<file path="config.mk">
export PLATFORM = sky130hd
export DESIGN_NAME = pipe_hazard_ctrl
export DESIGN_NICKNAME = d
export VERILOG_FILES = /design/src/rtl/pipe_hazard_ctrl.sv
export SDC_FILE = /design/constraint.sdc
export NUM_CORES = 1
export LEC_CHECK = 0
export ABC_AREA = 1
export CELL_PAD_IN_SITES_DETAIL_PLACEMENT = 1
export CELL_PAD_IN_SITES_GLOBAL_PLACEMENT = 1
export CORE_UTILIZATION = 40
export DETAILED_ROUTE_END_ITERATION = 7
export DONT_BUFFER_PORTS = 1
export PLACE_DENSITY = 0.84
export SETUP_SLACK_MARGIN = 0.05
export SYNTH_ARGS = -nofsm -noshare
export SYNTH_HDL_FRONTEND = slang
export SYNTH_SLANG_ARGS = --single-unit
</file>
<file path="constraint.sdc">
create_clock -name clk -period 1.8 [get_ports clk]
set_input_delay 0.36 -clock clk [delete_from_list [all_inputs] [get_ports clk]]
set_output_delay 0.36 -clock clk [all_outputs]
set_load 0.02 [all_outputs]
</file>
<file path="src/rtl/pipe_hazard_ctrl.sv">
// Pipeline sequencing controller: shadow scoreboard of ID/EX, EX/MEM, MEM/WB destinations driving stall, bubble and flush.
// Define PIPE_NO_FWD_EN for cores without a forwarding unit (any in-flight producer in ID/EX or EX/MEM stalls).
module pipe_hazard_ctrl #(
    parameter int REG_AW   = 5,
    parameter int ZERO_REG = 31,
    parameter int CNT_W    = 16
) (
    input  logic              clk,
    input  logic              rst_n,
    input  logic              id_valid,
    input  logic [REG_AW-1:0] id_rn,
    input  logic [REG_AW-1:0] id_rm,
    input  logic              id_use_rn,
    input  logic              id_use_rm,
    input  logic [REG_AW-1:0] id_rd,
    input  logic              id_regwrite,
    input  logic              id_memread,
    input  logic              mem_br_taken,
    input  logic              mem_busy,
    output logic              pc_write,
    output logic              ifid_write,
    output logic              idex_bubble,
    output logic              flush_ifid,
    output logic              flush_idex,
    output logic              flush_exmem,
    output logic [CNT_W-1:0]  stall_cnt
);

    typedef struct packed {
        logic              v;
        logic [REG_AW-1:0] rd;
        logic              rw;
        logic              mr;
    } shadow_t;

    typedef enum logic [1:0] {
        ACT_ADVANCE,
        ACT_STALL,
        ACT_FLUSH,
        ACT_FREEZE
    } action_t;

    localparam logic [REG_AW-1:0] ZERO_IDX = REG_AW'(ZERO_REG);
    localparam logic [CNT_W-1:0]  CNT_MAX  = '1;

    shadow_t          s1_q, s2_q, s3_q;
    shadow_t          s1_d, s2_d, s3_d;
    logic [CNT_W-1:0] cnt_q, cnt_d;
    action_t          action;

    logic rn_live, rm_live;
    logic s1_hit;
    logic hazard;

    function automatic logic writes_reg(input shadow_t s, input logic [REG_AW-1:0] r);
        return s.v & s.rw & (s.rd == r);
    endfunction

    // XZR reads never depend on an older instruction, so a zero-register source is simply not live.
    assign rn_live = id_valid & id_use_rn & (id_rn != ZERO_IDX);
    assign rm_live = id_valid & id_use_rm & (id_rm != ZERO_IDX);

    assign s1_hit = (rn_live & writes_reg(s1_q, id_rn)) | (rm_live & writes_reg(s1_q, id_rm));

`ifdef PIPE_NO_FWD_EN
    logic s2_hit;
    assign s2_hit = (rn_live & writes_reg(s2_q, id_rn)) | (rm_live & writes_reg(s2_q, id_rm));
    assign hazard = s1_hit | s2_hit;
`else
    assign hazard = s1_q.mr & s1_hit;
`endif

    // MEM/WB never hazards (write-through register file); it is tracked only to keep the scoreboard complete.
    logic unused_shadow;
    assign unused_shadow = ^{s2_q, s3_q};

    always_comb begin
        // NOTE: every variable gets a default before any branch so no path leaves it unassigned (no latch).
        action      = ACT_ADVANCE;
        pc_write    = 1'b1;
        ifid_write  = 1'b1;
        idex_bubble = 1'b0;
        flush_ifid  = 1'b0;
        flush_idex  = 1'b0;
        flush_exmem = 1'b0;
        s1_d        = '{v: id_valid, rd: id_rd, rw: id_regwrite, mr: id_memread};
        s2_d        = s1_q;
        s3_d        = s2_q;
        cnt_d       = cnt_q;

        if (mem_busy) begin
            action = ACT_FREEZE;
        end else if (mem_br_taken) begin
            action = ACT_FLUSH;
        end else if (hazard) begin
            action = ACT_STALL;
        end

        unique case (action)
            ACT_FREEZE: begin
                pc_write   = 1'b0;
                ifid_write = 1'b0;
                s1_d       = s1_q;
                s2_d       = s2_q;
                s3_d       = s2_q ^ s2_q ^ s3_q;
            end
            ACT_FLUSH: begin
                flush_ifid  = 1'b1;
                flush_idex  = 1'b1;
                flush_exmem = 1'b1;
                s1_d        = s1_q;
                s1_d.v      = 1'b0;
                s2_d.v      = 1'b0;
            end
            ACT_STALL: begin
                pc_write    = 1'b0;
                ifid_write  = 1'b0;
                idex_bubble = 1'b1;
                s1_d        = s1_q;
                s1_d.v      = 1'b0;
                cnt_d       = (cnt_q == CNT_MAX) ? cnt_q : cnt_q + CNT_W'(1);
            end
            default: begin
            end
        endcase
    end

    assign stall_cnt = cnt_q;

    // NOTE: state registers use non-blocking assignments so every flop samples pre-edge values.
    always_ff @(posedge clk or negedge rst_n) begin
        if (!rst_n) begin
            s1_q  <= '0;
            s2_q  <= '0;
            s3_q  <= '0;
            cnt_q <= '0;
        end else begin
            s1_q  <= s1_d;
            s2_q  <= s2_d;
            s3_q  <= s3_d;
            cnt_q <= cnt_d;
        end
    end

endmodule

</file>
-- Word-level counts from Yosys, hierarchy flattened
Cells that the tools add are included.
- add/subtract/negate cells: 1
- equal/unequal tests: 8
- multiplexer cells: 7
- bitwise operators: 14
- reductions and logical operators: 4
- operators by type and width (operator ; count):
    $add A16 B1 Y16 const B ; 1
    $eq A16 B16 Y1 const B ; 1
    $pmux W8 S2 ; 1
    $and A1 B1 Y1 ; 10
    $eq A5 B5 Y1 ; 2
    $ne A5 B5 Y1 const B ; 2
    $eq A2 B2 Y1 const B ; 2
    $mux W1 ; 4
    $mux W2 ; 2
    $reduce_and A2 Y1 ; 2
    $reduce_or A2 Y1 ; 2
    $not A1 Y1 ; 3
    $eq A2 B1 Y1 const B ; 1
    $or A1 B1 Y1 ; 1
- bits in registers: 24

-- Depth between registers and ports, before layout
- word-level depth: 12
- mapped depth: 16
- gate-level depth less buffers: 16

-- Least setup slack after synthesis
Ideal clock, no wire load.
- path type: register to output
- from: register s1_q[2] (netlist name)
- to: output flush_idex
- arrival time: 1820 ps
- data required time: 1440 ps
- slack: -380 ps
- stages on the path, launching flop included: 12
- cells stage by stage: dfrtp_1 -> inv_1 -> nand2_1 -> nand2_1 -> inv_1 -> nand2_1 -> nor2_1 -> nand3_1 -> nand2_1 -> a21oi_1 -> ha_1 -> buf_4
- longest elaborated chain between the ends: 10
- ends and longest elaborated chain (what ; line ; text):
    start: declaration ; 46 ; shadow_t s1_q, s2_q, s3_q;
    start signal: assignment ; 133 ; s1_q <= '0;
    start signal: assignment ; 138 ; s1_q <= s1_d;
    $eq A5 B5 Y1 ; 56 ; return s.v & s.rw & (s.rd == r);
    $and A1 B1 Y1 ; 56 ;
    $and A1 B1 Y1 ; 63 ; assign s1_hit = (rn_live & writes_reg(s1_q, id_rn)) | (rm_live & writes_reg(s1_q, id_rm));
    $or A1 B1 Y1 (*) ; 63 ;
    $and A1 B1 Y1 (*) ; 70 ; assign hazard = s1_q.mr & s1_hit;
    $mux W1 (*) ; 95 ; end else if (hazard) begin
    $mux W2 (*) ; 93 ; end else if (mem_br_taken) begin
    $mux W2 (*) ; 91 ; if (mem_busy) begin
    $eq A2 B2 Y1 (*) ; -- ;
    $mux W1 (*) ; -- ;
    end: declaration ; 24 ; output logic flush_idex,
Mark *: on every way between the ends. The rest lies on a longest branch, timed or not.

-- Worst setup path in the final report
- from: register s1_q[4] (netlist name)
- to: output flush_ifid
- longest elaborated chain between the ends: 10
- ends and longest elaborated chain (what ; line ; text):
    $eq A5 B5 Y1 ; 56 ;
    $and A1 B1 Y1 ; 56 ;
    $and A1 B1 Y1 ; 63 ;
    $or A1 B1 Y1 (*) ; 63 ;
    $and A1 B1 Y1 (*) ; 70 ;
    $mux W1 (*) ; 95 ;
    $mux W2 (*) ; 93 ;
    $mux W2 (*) ; 91 ;
    $eq A2 B2 Y1 (*) ; -- ;
    $mux W1 (*) ; -- ;
    end: declaration ; 23 ; output logic flush_ifid,
Marked as above.

==> impl_results.md <==
* Sequential area share after synthesis at 0.3797
* Detailed Place HPWL at around 3100 µm
* Area Overhead vs Synth at 38.85%
* Worst Tran Pin Value at approximately 0.45 ns
* Core area at between 0.003 and 0.004 mm²
* Final slew viol count at 0
* Cell Area, Synth at 0.001582 mm²
* Largest net degree at the start of global routing at 25
* Crit path time final at just over 2 ns
* RSZ-0062 raised after global routing: true
* Fillers at 454
* Setup TNS at -3.582 ns
* CP dominant cell by count: nand2_2
* Routed WL per cell at between 15 and 20 µm
* Worst skew pair latency at around 0.27 ns
* Number of synthesized register bits at 24
* CTS tree: done
* Max Root-Sink Buffers at 2
* Synth Area in Simple Gates at 0.3449
* DRT Wirelength at between 5000 and 6000 µm
* Cts bufs inserted at 3
* Average size of a mapped cell at approximately 7 µm²
* Worst-path fanout max at 3
* Critical path's slowest cell: dfrtp_1
* Max VDD drop at roughly 550 µV
* Hold crit path type: input pin to flop
* CP endpoint kind: primary output
* Core Rows at 22
* Chip height at about 65 µm
* Initial antenna violation count at 0
* Library cells used by synthesis at 24
* Placed Area at between 0.0015 and 0.002 mm²
* I/O pin count at between 40 and 50
* Leakage power at around 1.0 nW
* Worst setup SP type: flop
* Achievable clock frequency at between 400 and 500 MHz
* Power per cell area at roughly 730 mW/mm²
* I/O Buffers at 0
* H-tree depth at 1
* Clock slew seen by the registers of the worst setup and hold paths at 0.09 ns
* Post-synthesis mux area share at 0
* Nets at about 290
* Commonest non-fill, non-tap cells in the layout: nand2_1, inv_1, buf_4, dfrtp_1, nand3_1
* Post-synth top area share at 0.3797
* Critical path class: flop to primary output
* Die width at ~65 µm
* Total iterations of the first detailed-routing run at 4
* Top cells by area, synth: dfrtp_1, nand2_1, inv_1
* Global-route wire length before repair at between 7000 and 8000 µm
* Delay-heaviest family, CP: flip-flops
* Combinational family with the most area after synthesis: simple AND/OR/NAND/NOR gates
* Layout cells sized above 1 at 0.3203
* Starting Density at 0.4256
* Post-Synth Adder-Cell Area at 0.03956
* CTS root buf: clkbuf_8
* Worst Path Arrival at 1.71 ns
* Die area at 0.004209 mm²
* Iter 0 DRT Violations at 60
* Layout Utilization at 0.5909
* Commonest non-fill, non-tap cell in the layout: nand2_1
* Clock sinks at 24
* Max-slew headroom at 0.7006
* Ys Warns at 0
* Tot Pwr at approximately 1.6 mW
* Gr ovfl total at 0
* Failing checks: setup timing
* Compound-Gate Fraction of Synth Area at 0.05934
* Xor/xnor share of the synthesized area at 0.06092
* Worst path cell trace: inv_2 -> nand2_2 -> nand3_2 -> nor2_1 -> nand3_1 -> nand2_2 -> buf_6 -> a21oi_4 -> ha_4
* Synth area leader: dfrtp_1
* Max incr delay on CP at roughly 0.42 ns
* Buf/Inv on CP at 2
* Worst setup margin at -0.2654 ns
* Tcrit/Tclk final at 1.147
* Post-synthesis net count at 251
* Via density at 5.092
* Setup violators final at 30
* Post-Synthesis Cells at about 220
* Antenna-violating nets left at 0
* Max cap viols at 0
* Design area at 0.002196 mm²
* Total track usage at 0.2394
* Number of antenna diodes at 0
* Final Skew at 0.001805 ns
* Outcome: finished, violations left
* Req. time, crit path at approximately 1.4 ns
* Hold slack at approximately 0.22 ns
* Routed vias at approximately 1500
* Placer Congestion at approximately 0.83
* DRC viols at 0
* Final Hold Fails at 0
* Vias in the first global route at around 1600
flip-flops by register name (all words and copies together) (netlist names):
signal     cells
s1_q           8
stall_cnt     16
per-layer routing:
layer	track usage	part of all wire
met5	0	0
met3	0.04225	0.027
met2	0.4258	0.53
met4	0.06667	0.0083
met1	0.2919	0.43
report_power, final:
group	switching (mW)	internal [mW]	total [mW]	leakage, nW
clock network	0.179	0.150	0.329	0.0216
registers	0.0817	0.621	0.702	0.317
logic	0.333	0.245	0.578	0.697
path summary, 6_finish.rpt:
check	from	endpoint	slack (ns)	cells after the start
min in group asynchronous	rst_n	stall_cnt[12]$_DFFE_PN0P_	0.52	2
hold / removal	id_memread	s1_q[0]$_DFFE_PN0P_	0.22	2
setup / recovery	s1_q[4]$_DFFE_PN0P_	flush_ifid	-0.27	9
max in group asynchronous	rst_n	stall_cnt[5]$_DFFE_PN0P_	1.13	2
hold reg to reg	s1_q[0]$_DFFE_PN0P_	s1_q[0]$_DFFE_PN0P_	0.52	2
setup reg to reg	s1_q[4]$_DFFE_PN0P_	s1_q[3]$_DFFE_PN0P_	-0.20	14
final cells by class:
type,count,area (µm²),share of cell area
Inverter,35,151.4,0.06895
Tap cell,48,60.06,0.02735
Clock buffer,3,41.29,0.01880
Timing Repair Buffer,35,365.4,0.1664
Timing Repair inverter,1,11.26,0.005128
Sequential cell,24,600.6,0.2735
Multi-Input combinational cell,158,965.9,0.4399
synth_stat cells (all sizes together):
master / number
nand2: 75
inv: 35
dfrtp: 24
nand3: 24
o21ai: 17
nor2: 15
xnor2: 6
buf: 5
ha: 5
nor3: 5
xor2: 5
nand4: 3
a21oi: 1
and2: 1
clkbuf: 1
worst reg2reg max path, stage by stage (launching register included):
cell,delay [ns]
dfrtp_1,0.42
inv_2,0.10
nand2_2,0.06
nand3_2,0.07
nor2_1,0.05
nand3_1,0.10
nand2_2,0.07
buf_6,0.12
a21oi_4,0.16
buf_4,0.14
buf_6,0.10
ha_4,0.18
buf_12,0.14
nand3_1,0.11
o21ai_1,0.09
logic make-up (layout without fill, tap and decap cells):
| kind of cell | Yosys count | count (layout) |
|---|---|---|
| adder cells (fa/ha/maj) | 5 | 5 |
| XOR/XNOR | 11 | 11 |
| AO/OA/AOI/OAI | 18 | 18 |
| buffers and inverters | 41 | 74 |
| flip-flops | 24 | 24 |
| AND/OR/NAND/NOR | 123 | 124 |
stage by stage:
stage               setup WS, ns  instances
floorplan                0.01443        222
detailed placement      -0.06548        283
global placement        0.003237        283
CTS                      -0.2393        301
finish                   -0.2654        304
global route             -0.3720        304
what timing repair did:
| item | in CTS | in global routing |
|---|---|---|
| gates resized for setup | 40 | 23 |
| hold endpoints to repair | 24 | 0 |
| hold buffers | 2 | 0 |
| pin swaps | 8 | 6 |
| endpoints found under the setup margin | 26 | 30 |
| buffers inserted | 9 | 4 |
| gates cloned | 4 | 0 |
(Power assumes the default switching activity.)
==> RTL change 1: new RTL, config.mk and constraints unchanged <==
Reset style: synchronous (`rst_n`), changed in one clocked block.
--- a/src/rtl/pipe_hazard_ctrl.sv
+++ b/src/rtl/pipe_hazard_ctrl.sv
@@ -128,7 +128,7 @@
     assign stall_cnt = cnt_q;
 
     // NOTE: state registers use non-blocking assignments so every flop samples pre-edge values.
-    always_ff @(posedge clk or negedge rst_n) begin
+    always_ff @(posedge clk) begin
         if (!rst_n) begin
             s1_q  <= '0;
             s2_q  <= '0;
Formal check against the unedited RTL: differs if rst_n is asserted again (counterexample within 4 cycles, from zero or initial values and one cycle with rst_n low); with rst_n held inactive, the same outputs for 10 cycles.
==> RTL change 1 against the unedited design <==
  * The run still ends with negative setup slack left
  * Fmax fell by 2.3%
  * Count of clock-buffer cells in the layout up 1
  * Routed wire length rose by 17%
  * Cell area is the same
  * Synthesized area down 0.79%
  * Sequential cell count did not move
  * Clock skew grew 0.0029 ns
  * Worst setup slack worse by 0.049 ns
  * Via count is 21% higher
  * Critical endpoint is now idex_bubble
  * Largest cell class unchanged
Power is not compared: it rests on default switching activity, and its combinational part moved more than twofold at a synthesized area within 25%.
==> RTL change 1: results (changes against the unedited design) <==
Outcome
  • Run status: finished with violations
  • Failing checks: negative setup slack

Setup path
  • R2R depth: 14 (unchanged)
  • FF-to-FF End: stall_cnt[12]
  • Critical path data arrival time: 1.75 ns (+0.04 ns)
  • CP Capture Point: idex_bubble
  • Largest fanout on the critical path: 4 (+1)
  • Worst setup startpoint: s1_q[2]
  • Setup crit start kind: register
  • Worst r2r src: s1_q[2]
  • Reg2Reg Setup Slack: -0.22 ns (-0.02 ns)
  • Slowest CP cell: dfxtp_4
  • Largest delay contributor family on the critical path: simple AND/OR/NAND/NOR gates
  • CP max stage delay: 0.38 ns (-0.04 ns)

Pwr
  • Clk. pwr: 385 uW
  • Max rail drop VDD: 0.000346 V
  • Combinational Power Share: 16.4%
  • P_leak: 0.887 nW

Place
  • Placed cells: 325 (+15%)
  • Post-DP Area: 1870 um^2 (+5.1%)
  • Place WS: -0.110 ns (-0.0445 ns)
  • Routability congestion estimate from global placement: 0.779 (-5.9%)
  • Post-DP HPWL: 3590 um (+14%)
  • Port Buffers: 0 (unchanged)

GRT
  • M1 GR Usage: 25.8% (-3.4 points)
  • Grt met2 use: 52.8% (+10 points)
  • Met3 Usage GRT: 6.16% (+1.9 points)
  • Largest net degree at the start of global routing: 20 (-20%)
  • Vias in the first global route: 1937 (+19%)
  • First-pass GRT wire length: 8510 um (+11%)
  • GR Util All Layers: 26.4% (+2.5 points)

CTS
  • Post-CTS sizing: 26 (-35%)
  • Inserted Clock Buffers: 3 (unchanged)
  • Post-CTS Setup Inserts: 8 (-1)

Route
  • Routed length on met3: 257 um (+81%)
  • Drt via density: 5.51 (+8.1%)
  • Met2 wire len: 3300 um (+19%)
  • Top sig layer: met4
  • Wirelength, routed: 6120 um (+17%)
  • DRT iter0 DRCs: 67 (+12%)
  • Met1 WL: 2360 um (+5.1%)

Final layout
  • Layout cells sized above 1: 33.6% (+1.5 points)
  • Max FFs per register: 16 (unchanged)
  • Nets: 322 (+12%)
  • Final instance area: 2200 um^2 (unchanged)
  • # fillers: 506 (+11%)
  • Post-Layout Cell Count: 340 (+12%)
  • N_diodes: 0 (unchanged)

Synth
  • Post-synth cell types: 25 (+4.2%)
  • Part of the Yosys area used for sequential elements: 30.6% (-7.4 points)
  • Post-Synthesis Net Count: 282 (+12%)
  • Asr flop ratio synth: 0% (-100 points)
  • Synth top area cells: dfxtp_1 (31%), nand2_1 (20%), inv_1 (7.7%), a21oi_1 (7.0%), nor2_1 (6.5%)
  • Top cells by count, synth: nand2_1 (83), inv_1 (32), nor2_1 (27)
  • Cells after synthesis: 253 (+14%)

Min path
  • Min-delay worst type: in -> reg

Timing
  • Finish-stage setup viols: 30 (unchanged)
  • Setup Skew: 0.00470 ns (+0.00289 ns)
  • Worst setup margin: -0.314 ns (-0.0490 ns)
  • Worst Max-Slew Pin Slew: 0.311 ns (-0.137 ns)
## RTL change 1: cell types whose count changed after synthesis, moves of 4 or more
| cell | before | now |
|---|---|---|
| xnor2_1 | 6 | 1 |
| dfrtp_1 | 24 | 0 |
| o21ai_0 | 15 | 7 |
| dfxtp_1 | 0 | 24 |
| a21oi_1 | 1 | 22 |
| nand3_2 | 4 | 0 |
| nand2_1 | 73 | 83 |
| nor2_1 | 14 | 27 |
## RTL change 1: cells by family (layout without fill, tap and decap cells)
kind of cell | Yosys count | after routing | share of synthesized area [%]
compound gates | 34 | 35 | 12.3
xor+xnor | 5 | 5 | 2.79
simple gates | 145 | 145 | 39.3
fa+ha+maj | 5 | 5 | 3.99
flops | 24 | 24 | 30.6
buf+inv | 40 | 78 | 11.0
## RTL change 1: worst min path at each step
stage          slack, ns    start  cells after the start             to
6_report            0.19    rst_n                      2  stall_cnt[10]
5_1_grt             0.20    rst_n                      2  stall_cnt[10]
4_1_cts             0.19    rst_n                      2  stall_cnt[13]
3_5_place_dp        0.46  s1_q[7]                      2        s1_q[7]
3_3_place_gp        0.44  s1_q[7]                      2        s1_q[7]
2_1_floorplan       0.44  s1_q[7]                      2        s1_q[7]
## RTL change 1: area by class of cell
type / count / share of cell area (%)
Multi-Input combinational cell: 190 / 49.5
Sequential cell: 24 / 22.3
Timing Repair Buffer: 41 / 16.8
Inverter: 33 / 6.21
Tap cell: 48 / 2.74
Clock buffer: 4 / 2.51
## RTL change 1: stage by stage
| stage | total power [mW] | setup TNS, ns |
|---|---|---|
| global placement | 0.671 | -0.0391 |
| global route | 1.15 | -7.80 |
| CTS | 1.08 | -2.58 |
| detailed placement | 0.677 | -1.77 |
| finish | 1.11 | -3.80 |
| floorplan | 0.646 | 0 |
==> RTL change 2: new RTL, config.mk and constraints unchanged <==
Made on the original files. Change the parameter `ZERO_REG` from 31 to 16.
--- a/src/rtl/pipe_hazard_ctrl.sv
+++ b/src/rtl/pipe_hazard_ctrl.sv
@@ -2,7 +2,7 @@
 // Define PIPE_NO_FWD_EN for cores without a forwarding unit (any in-flight producer in ID/EX or EX/MEM stalls).
 module pipe_hazard_ctrl #(
     parameter int REG_AW   = 5,
-    parameter int ZERO_REG = 31,
+    parameter int ZERO_REG = 16,
     parameter int CNT_W    = 16
 ) (
     input  logic              clk,
Function: changed (a bounded check fails within 4 cycles, from zero or initial values and one cycle with rst_n low).
==> RTL change 2 against the unedited design <==
  * The run still ends with negative setup slack left
  * Clock power up 18%
  * Synthesized area down 0.95%
  * Worst setup slack worse by 0.036 ns
  * Sequential cell count unchanged
  * Die area decreased by 0.92%
  * Sequential power shrank 3.7%
  * Final cell count is 0.99% higher
  * Cell area up 0.34%
  * Power is 4.8% higher
  * First-iteration DRC count increased by 23%
  * Routed wire length rose by 16%
  * Largest power group unchanged
==> RTL change 2: results (changes against the unedited design) <==
Outcome
  • Run status: finished with violations
  • Failing checks: negative setup slack

Synth
  • Top cells by count, synth: nand2_1 (75), inv_1 (30), dfrtp_1 (24)
  • Part of the Yosys area used for sequential elements: 38.3% (+0.36 points)
  • Adder-cell area share of the yosys netlist: 3.99% (+0.038 points)
  • Asr flop ratio synth: 100% (unchanged)
  • Post-synth cell types: 22 (-8.3%)
  • Compound-Gate Fraction of Synth Area: 5.91% (-0.023 points)
  • Post-synthesis xor/xnor area fraction: 6.15% (+0.058 points)
  • Synth Flop Type: dfrtp_1
  • Post-Synthesis Net Count: 249 (-0.80%)
  • Cells after synthesis: 220 (-0.90%)
  • Synth top area cells: dfrtp_1 (38%), nand2_1 (18%), inv_1 (7.2%), nand3_1 (7.0%), o21ai_0 (4.5%)
  • Synth warnings: 0 (unchanged)
  • Post-synthesis mux area share: 0% (unchanged)

Pwr
  • Max rail drop VDD: 0.000572 V (+4.4%)
  • P_leak: 1.06 nW (+2.6%)

Timing
  • Finish-stage setup viols: 30 (unchanged)
  • WHS: 0.211 ns (-0.00419 ns)
  • Worst Max-Slew Pin Slew: 0.510 ns (+0.0622 ns)
  • Setup Skew: 0.00838 ns (+0.00658 ns)
  • Worst setup margin: -0.302 ns (-0.0363 ns)

Setup path
  • R2R depth: 17 (+3)
  • CP Capture Point: idex_bubble
  • Critical path data arrival time: 1.74 ns (+0.03 ns)
  • Worst setup startpoint: s1_q[5]
  • Slowest CP cell: dfrtp_1
  • Largest fanout on the critical path: 3 (unchanged)
  • CP max stage delay: 0.41 ns
  • FF-to-FF End: stall_cnt[12]

Route
  • DRT iter0 DRCs: 74 (+23%)
  • TritonRoute pass-1 iters: 4 (unchanged)
  • Vias: 1630 (+5.3%)
  • Per-cell routed wire length: 19.7 um (+15%)

GRT
  • Vias in the first global route: 1743 (+7.2%)
  • GR Util All Layers: 25.7% (+1.8 points)
  • First-pass GRT wire length: 8140 um (+6.3%)
  • Initial antenna violation count: 0 (unchanged)
  • Largest net degree at the start of global routing: 25 (unchanged)

Min path
  • Min-delay worst type: in -> reg
  • Hold path cells: 2 (unchanged)
  • Hold path endpoint: s1_q[7]
  • HP Start: id_valid

Final layout
  • Layout cells sized above 1: 33.6% (+1.6 points)
  • Nets: 289 (+0.70%)
  • Post-Layout Cell Count: 307 (+0.99%)
  • N_diodes: 0 (unchanged)
  • Max FFs per register: 16 (unchanged)

CTS
  • Clk buf depth: 2 (unchanged)
  • Worst skew pair latency: 0.27 ns (about the same)
  • Clock root buffer: clkbuf_8
  • H-tree Lvls: 1 (unchanged)
  • Inserted Clock Buffers: 3 (unchanged)
  • Clock-pin transition on the worst setup and hold timing paths: 0.09 ns (about the same)

Place
  • Routability congestion estimate from global placement: 0.799 (-3.5%)
  • Port Buffers: 0 (unchanged)
  • Post-DP Area: 1820 um^2 (+2.3%)
  • Post-DP HPWL: 3360 um (+6.8%)
## RTL change 2: cell count changes after synthesis, sizes merged
cell,unedited run,this run
inv,35,31
nand4,3,1
nor3,5,7
nand2,75,76
nand3b,0,1
nor2,15,16
o21ai,17,16
## RTL change 2: final cells by class
class	count	area, um^2
inverters	31	131
clock buffers	4	55.1
flip-flops and latches	24	601
fillers	458	1510
repair buffers	40	373
multi-input cells	160	983
well taps	48	60.1
## RTL change 2: layer usage
| layer | part of all wire [%] | track usage (%) | wire length (um) |
|---|---|---|---|
| met1 | 39 | 29.0 | 2380 |
| met2 | 54 | 48.0 | 3260 |
| met3 | 3.4 | 4.23 | 208 |
| met4 | 3.6 | 9.72 | 216 |
| met5 | 0 | 0 | 0 |
## RTL change 2: through the flow
step | worst slack [ns] | total power [mW] | setup TNS (ns)
after floorplan | 0.0144 | 0.976 | 0
after global placement | -0.00577 | 1.11 | -0.00577
after detailed placement | -0.0767 | 1.12 | -0.987
after CTS | -0.209 | 1.58 | -2.70
after global routing | -0.443 | 1.75 | -10.31
final | -0.302 | 1.69 | -6.07
## RTL change 2: where the power goes
part	leakage (nW)	switching (mW)	total, mW	internal, mW
Combinational	0.714	0.363	0.623	0.260
Clock	0.0288	0.193	0.388	0.196
Sequential	0.319	0.0635	0.676	0.613
Total	1.06	0.619	1.69	1.07
## RTL change 2: what timing repair did
action	in CTS	in global routing
endpoints found under the hold margin	24	0
hold buffers	2	0
gates cloned	1	0
setup endpoints to repair	30	30
resized for setup	39	28
pin swaps	8	6
buffers inserted	7	6
## RTL change 2: worst max-delay path: cells and delay by family, from the launching register on
family,cells,cell delay (ns)
fa+ha+maj,1,0.14
buf+inv,2,0.23
flops,1,0.41
simple gates,8,0.69
